`config.mk`:
```
export PLATFORM = sky130hd
export DESIGN_NAME = fetch_sequencer
export DESIGN_NICKNAME = d
export VERILOG_FILES = /design/src/rtl/cpu_pkg.sv /design/src/rtl/prog_counter.sv /design/src/rtl/fetch_sequencer.sv
export SDC_FILE = /design/constraint.sdc
export NUM_CORES = 1
export LEC_CHECK = 0
export ABC_AREA = 1
export CORE_UTILIZATION = 44
export CTS_BUF_LIST = sky130_fd_sc_hd__clkbuf_8 sky130_fd_sc_hd__clkbuf_16
export DETAILED_ROUTE_END_ITERATION = 8
export MAX_ROUTING_LAYER = met4
export PLACE_DENSITY = 0.84
export RECOVER_POWER = 25
export SLEW_MARGIN = 15
export SYNTH_ARGS = -nofsm -noshare
export SYNTH_HDL_FRONTEND = slang
export SYNTH_SLANG_ARGS = --single-unit
export TNS_END_PERCENT = 20
```
`constraint.sdc`:
```
create_clock -name clk -period 3.3 [get_ports clk]
set_input_delay 0.33 -clock clk [delete_from_list [all_inputs] [get_ports clk]]
set_output_delay 0.33 -clock clk [all_outputs]
set_load 0.01 [all_outputs]
```
`src/rtl/cpu_pkg.sv`:
```
// Shared definitions for the 8-bit CPU: opcode encodings, instruction field
// widths and the fetch sequencer state encoding.
package cpu_pkg;

    localparam int PC_W    = 8;
    localparam int INSN_W  = 8;
    localparam int OP_W    = 2;
    localparam int FIELD_W = 4;
    localparam int REG_W   = 2;

    localparam logic [OP_W-1:0] OP_LDI   = 2'b00;
    localparam logic [OP_W-1:0] OP_LOAD  = 2'b01;
    localparam logic [OP_W-1:0] OP_STORE = 2'b10;
    localparam logic [OP_W-1:0] OP_STOP  = 2'b11;

    // ST_WAIT is only reachable when single-step support is built in.
    typedef enum logic [2:0] {
        ST_IDLE  = 3'd0,
        ST_FETCH = 3'd1,
        ST_ISSUE = 3'd2,
        ST_WAIT  = 3'd3,
        ST_HALT  = 3'd4
    } state_e;

endpackage

```
`src/rtl/prog_counter.sv`:
```
// Wrapping program counter: counts 0..PC_MAX on inc, back to 0 after PC_MAX.
// clear is synchronous, active-high, and dominates inc.
module prog_counter
    import cpu_pkg::*;
#(
    parameter int PC_MAX = 31
) (
    input  logic            clk,
    input  logic            clear,
    input  logic            inc,
    output logic [PC_W-1:0] pc
);

    logic [PC_W-1:0] pc_q;
    logic [PC_W-1:0] pc_d;

    always_comb begin
        // NOTE: default first so every path assigns pc_d and no latch is inferred.
        pc_d = pc_q;
        if (inc) begin
            pc_d = (pc_q == PC_W'(PC_MAX)) ? '0 : pc_q + PC_W'(1);
        end
    end

    // NOTE: sequential state uses non-blocking assignments only.
    always_ff @(posedge clk) begin
        if (clear) begin
            pc_q <= '0;
        end else begin
            pc_q <= pc_d;
        end
    end

    assign pc = pc_q;

endmodule

```
`src/rtl/fetch_sequencer.sv`:
```
// Fetch/issue sequencer: drives the ROM address, latches the instruction and
// hands it to execute over valid/ready. Define FETCH_SINGLE_STEP_EN for step/WAIT.
module fetch_sequencer
    import cpu_pkg::*;
#(
    parameter int PC_MAX = 31
) (
    input  logic               clk,
    input  logic               clear,
    input  logic               start,
`ifdef FETCH_SINGLE_STEP_EN
    input  logic               step,
`endif
    input  logic [INSN_W-1:0]  instruction,
    output logic [PC_W-1:0]    address,
    output logic [INSN_W-1:0]  ir,
    output logic [OP_W-1:0]    opcode,
    output logic [FIELD_W-1:0] field,
    output logic [REG_W-1:0]   reg_sel,
    output logic               issue_valid,
    input  logic               issue_ready,
    output logic               busy,
    output logic               halted
);

    state_e              state_q;
    state_e              state_d;
    logic [INSN_W-1:0]   ir_q;
    logic [INSN_W-1:0]   ir_d;
    logic                pc_inc;

    prog_counter #(
        .PC_MAX(PC_MAX)
    ) u_pc (
        .clk  (clk),
        .clear(clear),
        .inc  (pc_inc),
        .pc   (address)
    );

    always_comb begin
        state_d = state_q;
        ir_d    = ir_q;
        pc_inc  = 1'b0;
        case (state_q)
            ST_IDLE: begin
                if (start) state_d = ST_FETCH;
            end
            ST_FETCH: begin
                ir_d    = instruction;
                state_d = (instruction[INSN_W-1 -: OP_W] == OP_STOP) ? ST_HALT : ST_ISSUE;
            end
            ST_ISSUE: begin
                // The PC only advances on a completed handshake, so a STOP keeps its address.
                if (issue_ready) begin
                    pc_inc = 1'b1;
`ifdef FETCH_SINGLE_STEP_EN
                    state_d = ST_WAIT;
`else
                    state_d = ST_FETCH;
`endif
                end
            end
`ifdef FETCH_SINGLE_STEP_EN
            ST_WAIT: begin
                if (step) state_d = ST_FETCH;
            end
`endif
            ST_HALT: begin
                state_d = ST_HALT;
            end
            default: begin
                state_d = ST_IDLE;
            end
        endcase
    end

    always_ff @(posedge clk) begin
        if (clear) begin
            state_q <= ST_IDLE;
            ir_q    <= '0;
        end else begin
            state_q <= state_d;
            ir_q    <= ir_d;
        end
    end

    assign ir          = ir_q;
    assign opcode      = ir_q[INSN_W-1 -: OP_W];
    assign field       = ir_q[REG_W +: FIELD_W];
    assign reg_sel     = ir_q[REG_W-1:0];
    assign issue_valid = (state_q == ST_ISSUE);
    assign halted      = (state_q == ST_HALT);
`ifdef FETCH_SINGLE_STEP_EN
    assign busy        = (state_q == ST_FETCH) || (state_q == ST_ISSUE) || (state_q == ST_WAIT);
`else
    assign busy        = (state_q == ST_FETCH) || (state_q == ST_ISSUE);
`endif

endmodule

```
==> impl_metrics.ini <==
[pwr]
swShare_pct = 25.88
internal_power_uw = 379.1
switchingPower_uw = 132.4
clkPwrFrac_pct = 31.6
vdd_drop_max_mv = 0.3254
combPwrFrac_pct = 19.4
cellLeakagePower_uw = 0.0005117
p_per_area_nw_per_um2 = 408.0
pwr-share-seq_pct = 49.0

[clock_tree]
cts_hold_buf = 0
root_buffer = clkbuf_8
cts_buffers = 3
worstSkewPairLatency_ps = 260
clk_pin_slew_ps = 70
clock_sinks = 19
clockBufferDepth = 2
cts_resized = 0
htree_num_levels = 1
cts_tree = built
post_cts_buffers = 0

[global_route]
antenna_found_initial = 0
grt_max_degree = 12
grt_pass1_vias = 804
busiest_layer = met2
use_met1_pct = 28.30
gr-usage-met3_pct = 4.615
grt_usage_pct = 24.12
overflow = 0
grt_pass1_wl_um = 3491
grt.met2_usage_pct = 38.33

[sta]
min_period_ps = 2386
hold_viol = 0
setup_tns_ps = 0
finalSetupViolCount = 0
fmax_mhz = 419.1
worst_pin_slew_ps = 693.2
finalClockSkew_ps = 2.250
min_period_over_period_pct = 72.30
rsz0062_at_grt = no
maxSlewHeadroom_pct = 53.54
final-max-slew-violation-count = 0
worst_slack_ps = 914.2

[worst_setup_path]
critPathLaunch = state_q[1]
cp-endpoint = busy
ff2ff_path_depth = 4
critPathLaunchType = flop
ff2ff_setup_slack_ps = 1800
critical_path_class = reg -> out
r2r-end = ir[5]
cp_max_fo = 11
reg2reg_from = state_q[1]
cp_data_required_time_ps = 2970
cp_data_arrival_time_ps = 2060
endpoint_kind = output port

[finish]
area_growth_pct = 40.14
drive_gt1_share_pct = 3.922
num_antenna_cells = 0
final_core_util_pct = 68.87
fin_nets = 167

[yosys]
avgSynthCellArea_um2 = 7.455
yosysWarningCount = 0
ys_seq_area_share_pct = 42.52
yosysUniqueCellTypes = 20
post-synth-top-area-cell = dfxtp_1
syn_area_um2 = 894.6
ys_ff_latch = 19
netlist_instances = 120
yosys.area.top_type_share_pct = 42.52
synth.area.top_cells = dfxtp_1 (43%), nor2_1 (10%), nand2_1 (8.8%)
postSynthNetCount = 133

[die]
rows = 15
ios = 39
die_h_um = 47.09
start_util_pct = 49.14
fp.coreArea_um2 = 1821
die_w_um = 47.09
die_area_um2 = 2217

[routing]
ant_nets = 0
viasPerCell = 4.938
dr.pass1.iters = 4
routedWlPerCell_um = 12.48
drt-total-wl_um = 2221
vias = 879
dr.first_iter.drc_count = 18
drc_errors = 0

[hold_path]
hp-class = reg -> reg

[place]
routabilityCongestion = 0.7768
numPortBuffers = 38
dpl.hpwl_um = 1532
dpl_worst_slack_ps = 1196

[job]
maxCapViolCount = 0

[run_status]
outcome = completed
==> power groups by stage <==
stage / Combinational, uW / Clock [uW] / Sequential (uW)
after detailed placement: 100 / 0 / 256
after global placement: 98.1 / 0 / 256
after CTS: 102 / 161 / 251
after floorplan: 47.3 / 0 / 260
after global routing: 105 / 178 / 252
final: 99.0 / 162 / 251
==> area by class of cell <==
cell class                 count  area, um2
multi-input combinational     80      371.6
timing repair buffer          38      380.4
clock buffer                   3      41.29
tap                           25      31.28
clock inverter                 1      3.754
fill                         160      566.8
sequential                    19      380.4
inverter                      12      45.04
==> worst min path at each step <==
stage	cells after the start	from	slack (ps)	end
after floorplan	1	clear	400	state_q[1]
after global placement	2	u_pc.pc[7]	470	u_pc.pc[7]
after detailed placement	2	u_pc.pc[7]	490	u_pc.pc[7]
after CTS	2	u_pc.pc[6]	510	u_pc.pc[6]
after global routing	2	u_pc.pc[1]	530	u_pc.pc[1]
final	2	u_pc.pc[7]	510	u_pc.pc[7]
==> worst max-delay path, cell delays in order (launching register included) <==
cell             delay [ps]
dfxtp_1                 350
nor3_2                  610
inv_2                   200
nand2_1                 110
clkdlybuf4s50_1         530
==> per-layer routing <==
layer	part of all wire (%)	vias up
li1	-	437
met1	44	406
met2	49	29
met3	5.0	7
met4	2.5	0
met5	0	-
==> Yosys cell counts <==
master and count:
a21oi_1 8, buf_4 9, dfxtp_1 19, ha_1 1, inv_1 10, inv_2 2
nand2_1 21, nand3_1 5, nand3_4 1, nand3b_1 2, nor2_1 24, nor2_2 2
nor2_4 2, nor3_2 1, o2111ai_1 1, o21ai_0 1, o21ai_1 8, or2_1 1
xnor2_1 1, xor2_1 1
==> sequential cells by signal, summed over array words and instances (netlist names) <==
signal / count
ir: 8
u_pc.pc: 8
state_q: 3
==> through the flow <==
step	hold slack, ps	instances	power [uW]	instance area (um2)
floorplan	399.1	120	307.1	894.6
global placement	473.4	174	354.0	1239
detailed placement	489.8	174	356.6	1239
CTS	508.7	178	514.2	1284
global route	531.9	178	535.5	1254
finish	506.0	178	511.5	1254
==> cell families after synthesis <==
group	count (synthesis)	synth area share [%]
buf+inv	21	12.59
compound gates	18	10.49
flops	19	42.52
xor+xnor	2	1.958
fa+ha+maj	1	1.398
simple gates	59	31.05
==> placed cells by master (no fill, tap or decap), drive strengths merged, types with 2 or more instances in the layout <==
| cell | count |
|---|---|
| clkdlybuf4s50 | 37 |
| nor2 | 28 |
| nand2 | 21 |
| dfxtp | 19 |
| inv | 13 |
| o21ai | 9 |
| a21oi | 8 |
| nand3 | 6 |
| clkbuf | 3 |
| nand3b | 2 |
(Power assumes the default switching activity.)
